<file path="src/rtl/serial_arith_pkg.sv">
// Shared definitions for the bit-serial arithmetic blocks (subtractor and adder).
// Holds the FSM state encoding and the bit-counter width helper.
package serial_arith_pkg;

  typedef enum logic [1:0] {
    IDLE = 2'd0,
    RUN  = 2'd1,
    DONE = 2'd2
  } serial_state_e;

  localparam int unsigned DEFAULT_WIDTH = 8;
  localparam int unsigned DEFAULT_CNT_W = $clog2(DEFAULT_WIDTH);

  // The counter only needs to reach WIDTH-1, so $clog2(WIDTH) bits suffice for WIDTH >= 2.
  function automatic int unsigned cnt_width(input int unsigned width);
    return $clog2(width);
  endfunction

endpackage

</file>
<file path="src/rtl/full_subtractor.sv">
// Single-bit full subtractor: Diff = A - B - Bin, with borrow-out.
// Purely combinational; the serial datapath reuses one instance every cycle.
module full_subtractor (
  input  logic A,
  input  logic B,
  input  logic Bin,
  output logic Diff,
  output logic Bout
);

  logic w_axb;

  assign w_axb = A ^ B;
  assign Diff  = w_axb ^ Bin;
  assign Bout  = (~A & B) | (~w_axb & Bin);

endmodule

</file>
<file path="src/rtl/serial_subtractor.sv">
// Bit-serial subtractor: Diff = A - B - Bin over WIDTH cycles, LSB first.
// Handshake: start is accepted only while busy = 0 (IDLE or DONE); done pulses for one cycle when results update.
module serial_subtractor
  import serial_arith_pkg::*;
#(
  parameter int unsigned WIDTH = DEFAULT_WIDTH
) (
  input  logic             clk,
  input  logic             rst,
  input  logic             start,
  input  logic [WIDTH-1:0] A,
  input  logic [WIDTH-1:0] B,
  input  logic             Bin,
  output logic             busy,
  output logic             done,
  output logic [WIDTH-1:0] Diff,
  output logic             Bout,
  output logic             Ovf,
  output logic             Zero
);

  localparam int unsigned CNT_W = cnt_width(WIDTH);
  localparam logic [CNT_W-1:0] LAST_CNT = CNT_W'(WIDTH - 1);

  serial_state_e    r_state;
  serial_state_e    w_state_next;
  logic [WIDTH-1:0] r_a;
  logic [WIDTH-1:0] r_b;
  logic [WIDTH-1:0] r_res;
  logic             r_borrow;
  logic [CNT_W-1:0] r_cnt;
  logic             r_a_msb;
  logic             r_b_msb;
  logic [WIDTH-1:0] r_diff;
  logic             r_bout;
  logic             r_ovf;
  logic             r_zero;

  logic             w_d;
  logic             w_bout;
  logic             w_last;
  logic             w_accept;
  logic [WIDTH-1:0] w_res_next;

  full_subtractor u_fs (
    .A    (r_a[0]),
    .B    (r_b[0]),
    .Bin  (r_borrow),
    .Diff (w_d),
    .Bout (w_bout)
  );

  assign w_last     = (r_cnt == LAST_CNT);
  assign w_accept   = start && (r_state != RUN);
  assign w_res_next = {w_d, r_res[WIDTH-1:1]};

  always_ff @(posedge clk) begin
    if (rst) r_state <= IDLE;
    else     r_state <= w_state_next;
  end

  always_comb begin
    w_state_next = r_state;
    case (r_state)
      IDLE:    if (start) w_state_next = RUN;
      RUN:     if (w_last) w_state_next = DONE;
      DONE:    w_state_next = start ? RUN : IDLE;
      default: w_state_next = IDLE;
    endcase
  end

  // Operands shift right so bit 0 always feeds the cell; results enter at the MSB.
  always_ff @(posedge clk) begin
    if (rst) begin
      r_a      <= '0;
      r_b      <= '0;
      r_res    <= '0;
      r_borrow <= 1'b0;
      r_cnt    <= '0;
      r_a_msb  <= 1'b0;
      r_b_msb  <= 1'b0;
      r_diff   <= '0;
      r_bout   <= 1'b0;
      r_ovf    <= 1'b0;
      r_zero   <= 1'b0;
    end else if (w_accept) begin
      r_a      <= A;
      r_b      <= B;
      r_borrow <= Bin;
      r_res    <= '0;
      r_cnt    <= '0;
      r_a_msb  <= A[WIDTH-1];
      r_b_msb  <= B[WIDTH-1];
    end else if (r_state == RUN) begin
      r_a      <= r_a >> 1;
      r_b      <= r_b >> 1;
      r_res    <= w_res_next;
      r_borrow <= w_bout;
      r_cnt    <= r_cnt + 1'b1;
      if (w_last) begin
        r_diff <= w_res_next;
        r_bout <= w_bout;
        r_ovf  <= (r_a_msb ^ r_b_msb) & (w_res_next[WIDTH-1] ^ r_a_msb);
        r_zero <= (w_res_next == '0);
      end
    end
  end

  assign busy = (r_state == RUN);
  assign done = (r_state == DONE);
  assign Diff = r_diff;
  assign Bout = r_bout;
  assign Ovf  = r_ovf;
  assign Zero = r_zero;

endmodule

</file>
<file path="config.mk">
export PLATFORM = sky130hd
export DESIGN_NAME = serial_subtractor
export DESIGN_NICKNAME = d
export VERILOG_FILES = /design/src/rtl/serial_arith_pkg.sv /design/src/rtl/full_subtractor.sv /design/src/rtl/serial_subtractor.sv
export SDC_FILE = /design/constraint.sdc
export NUM_CORES = 1
export LEC_CHECK = 0
export CORE_MARGIN = 2
export CORE_UTILIZATION = 45
export CTS_CLUSTER_SIZE = 25
export DETAILED_ROUTE_END_ITERATION = 6
export PLACE_DENSITY = 0.73
export SYNTH_ARGS = -nofsm -noshare
export SYNTH_HDL_FRONTEND = slang
export SYNTH_SLANG_ARGS = --single-unit
</file>
<file path="constraint.sdc">
create_clock -name clk -period 1.4 [get_ports clk]
set_input_delay 0.28 -clock clk [delete_from_list [all_inputs] [get_ports clk]]
set_output_delay 0.28 -clock clk [all_outputs]
set_load 0.02 [all_outputs]
</file>
==> impl_results.md <==
* Mux cell area share after synthesis at 0.0926
* Setup TNS at -0.000195 ns
* Arr. time, crit path at roughly 1.6 ns
* PortBufs at 32
* Number of fill cells at between 300 and 400
* CP Data Required Time at ~1.6 ns
* RSZ-0062 raised after global routing: yes
* I/O pin count at 33
* Fin worst setup slack at -0.000195 ns
* Xor/xnor share of the synthesized area at 0.00507
* Hold WS at 0.452 ns
* Peak supply drop at 0.000653 V
* Worst-path maximum fanout at 4
* Hold worst-path end: Diff[4]
* Clock transition at path regs at 0.08 ns
* Clock skew at 0.00578 ns
* Sequential share of the synthesized area at 0.486
* Class of the worst hold path: flop to flop
* Initial DRC count at 39
* Synth Flop Type: dfxtp_1
* Pre-CTS setup slack at -0.109 ns
* Max cap viols at 0
* Startpoint types: flop
* Actual slew at the worst max-slew pin at 0.241 ns
* Routed Antenna Nets at 0
* Avg Cell Area, Syn at around 9 um2
* Reg2reg end: Ovf
* Total track usage at 0.176
* Synth cell types at 27
* Synth Area in Compound Gates at 0.158
* Final setup vio count at 1
* Reg area at 845 um2
* Synth Warn # at 0
* CTS buffer count at 5
* M2 GR Usage at 0.284
* Die height at about 66 um
* Failing checks: negative setup slack
* Fin util at 0.621
* Cts hold-fix bufs at 0
* Largest family of logic cells by synthesized area: simple AND/OR/NAND/NOR gates
* Fin. Hold Viols at 0
* Period minus WS final at roughly 1.4 ns
* EDFF count, synth at 0
* GR Overflow Total at 0
* Ant diodes at 0
* DRC viols at 0
* Tcrit/Tclk final at 1.00
* Die Wd at around 66 um
* Max-slew violations at 0
* Leak at 0.949 nW
* Adder and majority cell fraction of the synthesized area at 0.0260
* Multi-input logic area at around 810 um2
* Final Instance Count excl. Fillers at around 280
* R2r setup slk at -0.0002 ns
* Mapped Cells at ~190
* Met3 Use GR at 0.0409
* Core ar. at approximately 3700 um2
* Syn-to-layout area delta at 32.6%
* Fmax at between 0.7 and 0.8 GHz
* Via count at around 1400
* Finished Cell Area at between 2000 and 2500 um2
* Total Nets Final at between 200 and 300
* Via density at between 5 and 6
* Drt total wl at approximately 3.5 mm
* Hold path startpoint: Diff[4]
* Worst-skew pair later-pin latency at 0.29 ns
* CTS root buffer: clkbuf_8
* Detailed placer's ending HPWL at 2.30 mm
* Initial antenna violation count at 0
* Pre-antenna DRT Iters at 4
* CP Capture Type: flop
* Largest net degree at the start of global routing at 43
* Busiest metal layer after global routing: met2
* H-tree depth at 2
* Critical path class: flop to flop
* Layout cells sized above 1 at 0.163
* Placed insts at between 200 and 300
* Vias in the first global route at approximately 1300
* GR met1 Demand/Resource at 0.217
* Routability cong. at ~0.7
* R2r worst-path depth at 5
* Pwr dens at between 1000 and 1500 nW/um2
* Synthesized Nets at 215
* Clock Sinks at 42
* Hold Path Depth at 2
* Critical R2R Launch: r_borrow
* Starting Density at 0.469
* Placed Area at about 2100 um2
* Full die area at 4350 um2
* DR WL/cell at about 13 um
* Synthesis-stage register bit count at between 40 and 50
* FFs w/ async S/R, synth at 0
* Mapped cell area at approximately 1700 um2
* First-pass GRT wire length at just under 6 mm
* Max_slew headroom at 0.838
* Simple-gate area share of the yosys netlist at 0.165
* Longest Clk Path Bufs at 2
* Rows at 22
* Total Power at 2.35 mW
* CTS tree: built
* Outcome: finished with violations
worst max-delay path by stage:
stage                        start     end  slack [ns]  depth (start not counted)
after detailed placement     start  r_b[5]       -0.11                          4
final                     r_borrow     Ovf     -0.0002                          5
after global routing      r_borrow     Ovf       -0.04                          5
after floorplan             r_b[0]     Ovf        0.06                          5
after CTS                 r_cnt[0]    Zero       -0.03                          7
after global placement       start  r_b[2]       -0.07                          4
timing repair:
item	CTS	global route
setup buffers	1	1
cloned	1	0
resized for setup	28	7
pin swaps	7	4
endpoints found under the setup margin	24	19
cell usage after synthesis, types with 2 or more instances:
cell type	n	area [um2]
dfxtp_1	42	841
nand2_1	36	135
a21oi_1	20	100
nor2_1	20	75.1
a211oi_1	17	128
mux2i_1	16	160
buf_4	5	37.5
clkbuf_1	4	15.0
buf_2	3	15.0
buf_6	3	33.8
inv_1	3	11.3
nand3_1	3	15.0
ha_1	2	25.0
nand3b_1	2	15.0
nor3_1	2	10.0
nor4_1	2	12.5
o21ai_0	2	10.0
cell type report:
type / count / share of cell area
Sequential cell: 42 / 0.368
Multi-Input combinational cell: 131 / 0.353
Timing Repair Buffer: 49 / 0.211
Clock buffer: 5 / 0.0300
Tap cell: 48 / 0.0262
Inverter: 4 / 0.00655
Clock inverter: 2 / 0.00437
sequential cells by signal, summed over array words and instances, names as in the netlist:
register  cells
Diff          8
r_a_msb       1
r_b_msb       1
r_borrow      1
Ovf           1
r_b           8
Bout          1
Zero          1
r_state       2
r_cnt         3
r_a           8
r_res         7
worst max-delay path, stage by stage, from the launching register on:
cell and delay [ns]:
dfxtp_2 0.33, inv_2 0.04, fa_2 0.61, nor2_1 0.07
a21oi_2 0.15, a211oi_2 0.08
kinds of logic after synthesis:
logic type      count (synthesis)
fa+ha+maj                       3
flops                          42
buf+inv                        19
mux                            16
simple gates                   68
xor+xnor                        1
compound gates                 43
power breakdown:
part | switching [mW] | internal [mW] | leakage (nW) | total, mW
Combinational | 0.163 | 0.176 | 0.561 | 0.339
Clock | 0.388 | 0.335 | 0.0438 | 0.723
Sequential | 0.0334 | 1.25 | 0.344 | 1.28
Total | 0.585 | 1.76 | 0.949 | 2.35
layout by cell type (no fill, tap or decap), types with 3 or more instances in the layout:
cell type / count
clkbuf_8: 5
nor2_1: 20
clkdlybuf4s50_1: 19
nand2_1: 36
mux2i_1: 16
buf_4: 11
a21oi_1: 19
dfxtp_1: 39
nand3_1: 3
dfxtp_2: 3
a211oi_1: 16
dlygate4sd2_1: 11
per-layer routing:
metal | part of all wire | routed length, um
met3 | 0.041 | 144
met4 | 0.022 | 78
met5 | 0 | 0
met1 | 0.46 | 1620
met2 | 0.48 | 1690
(Power assumes the default switching activity.)
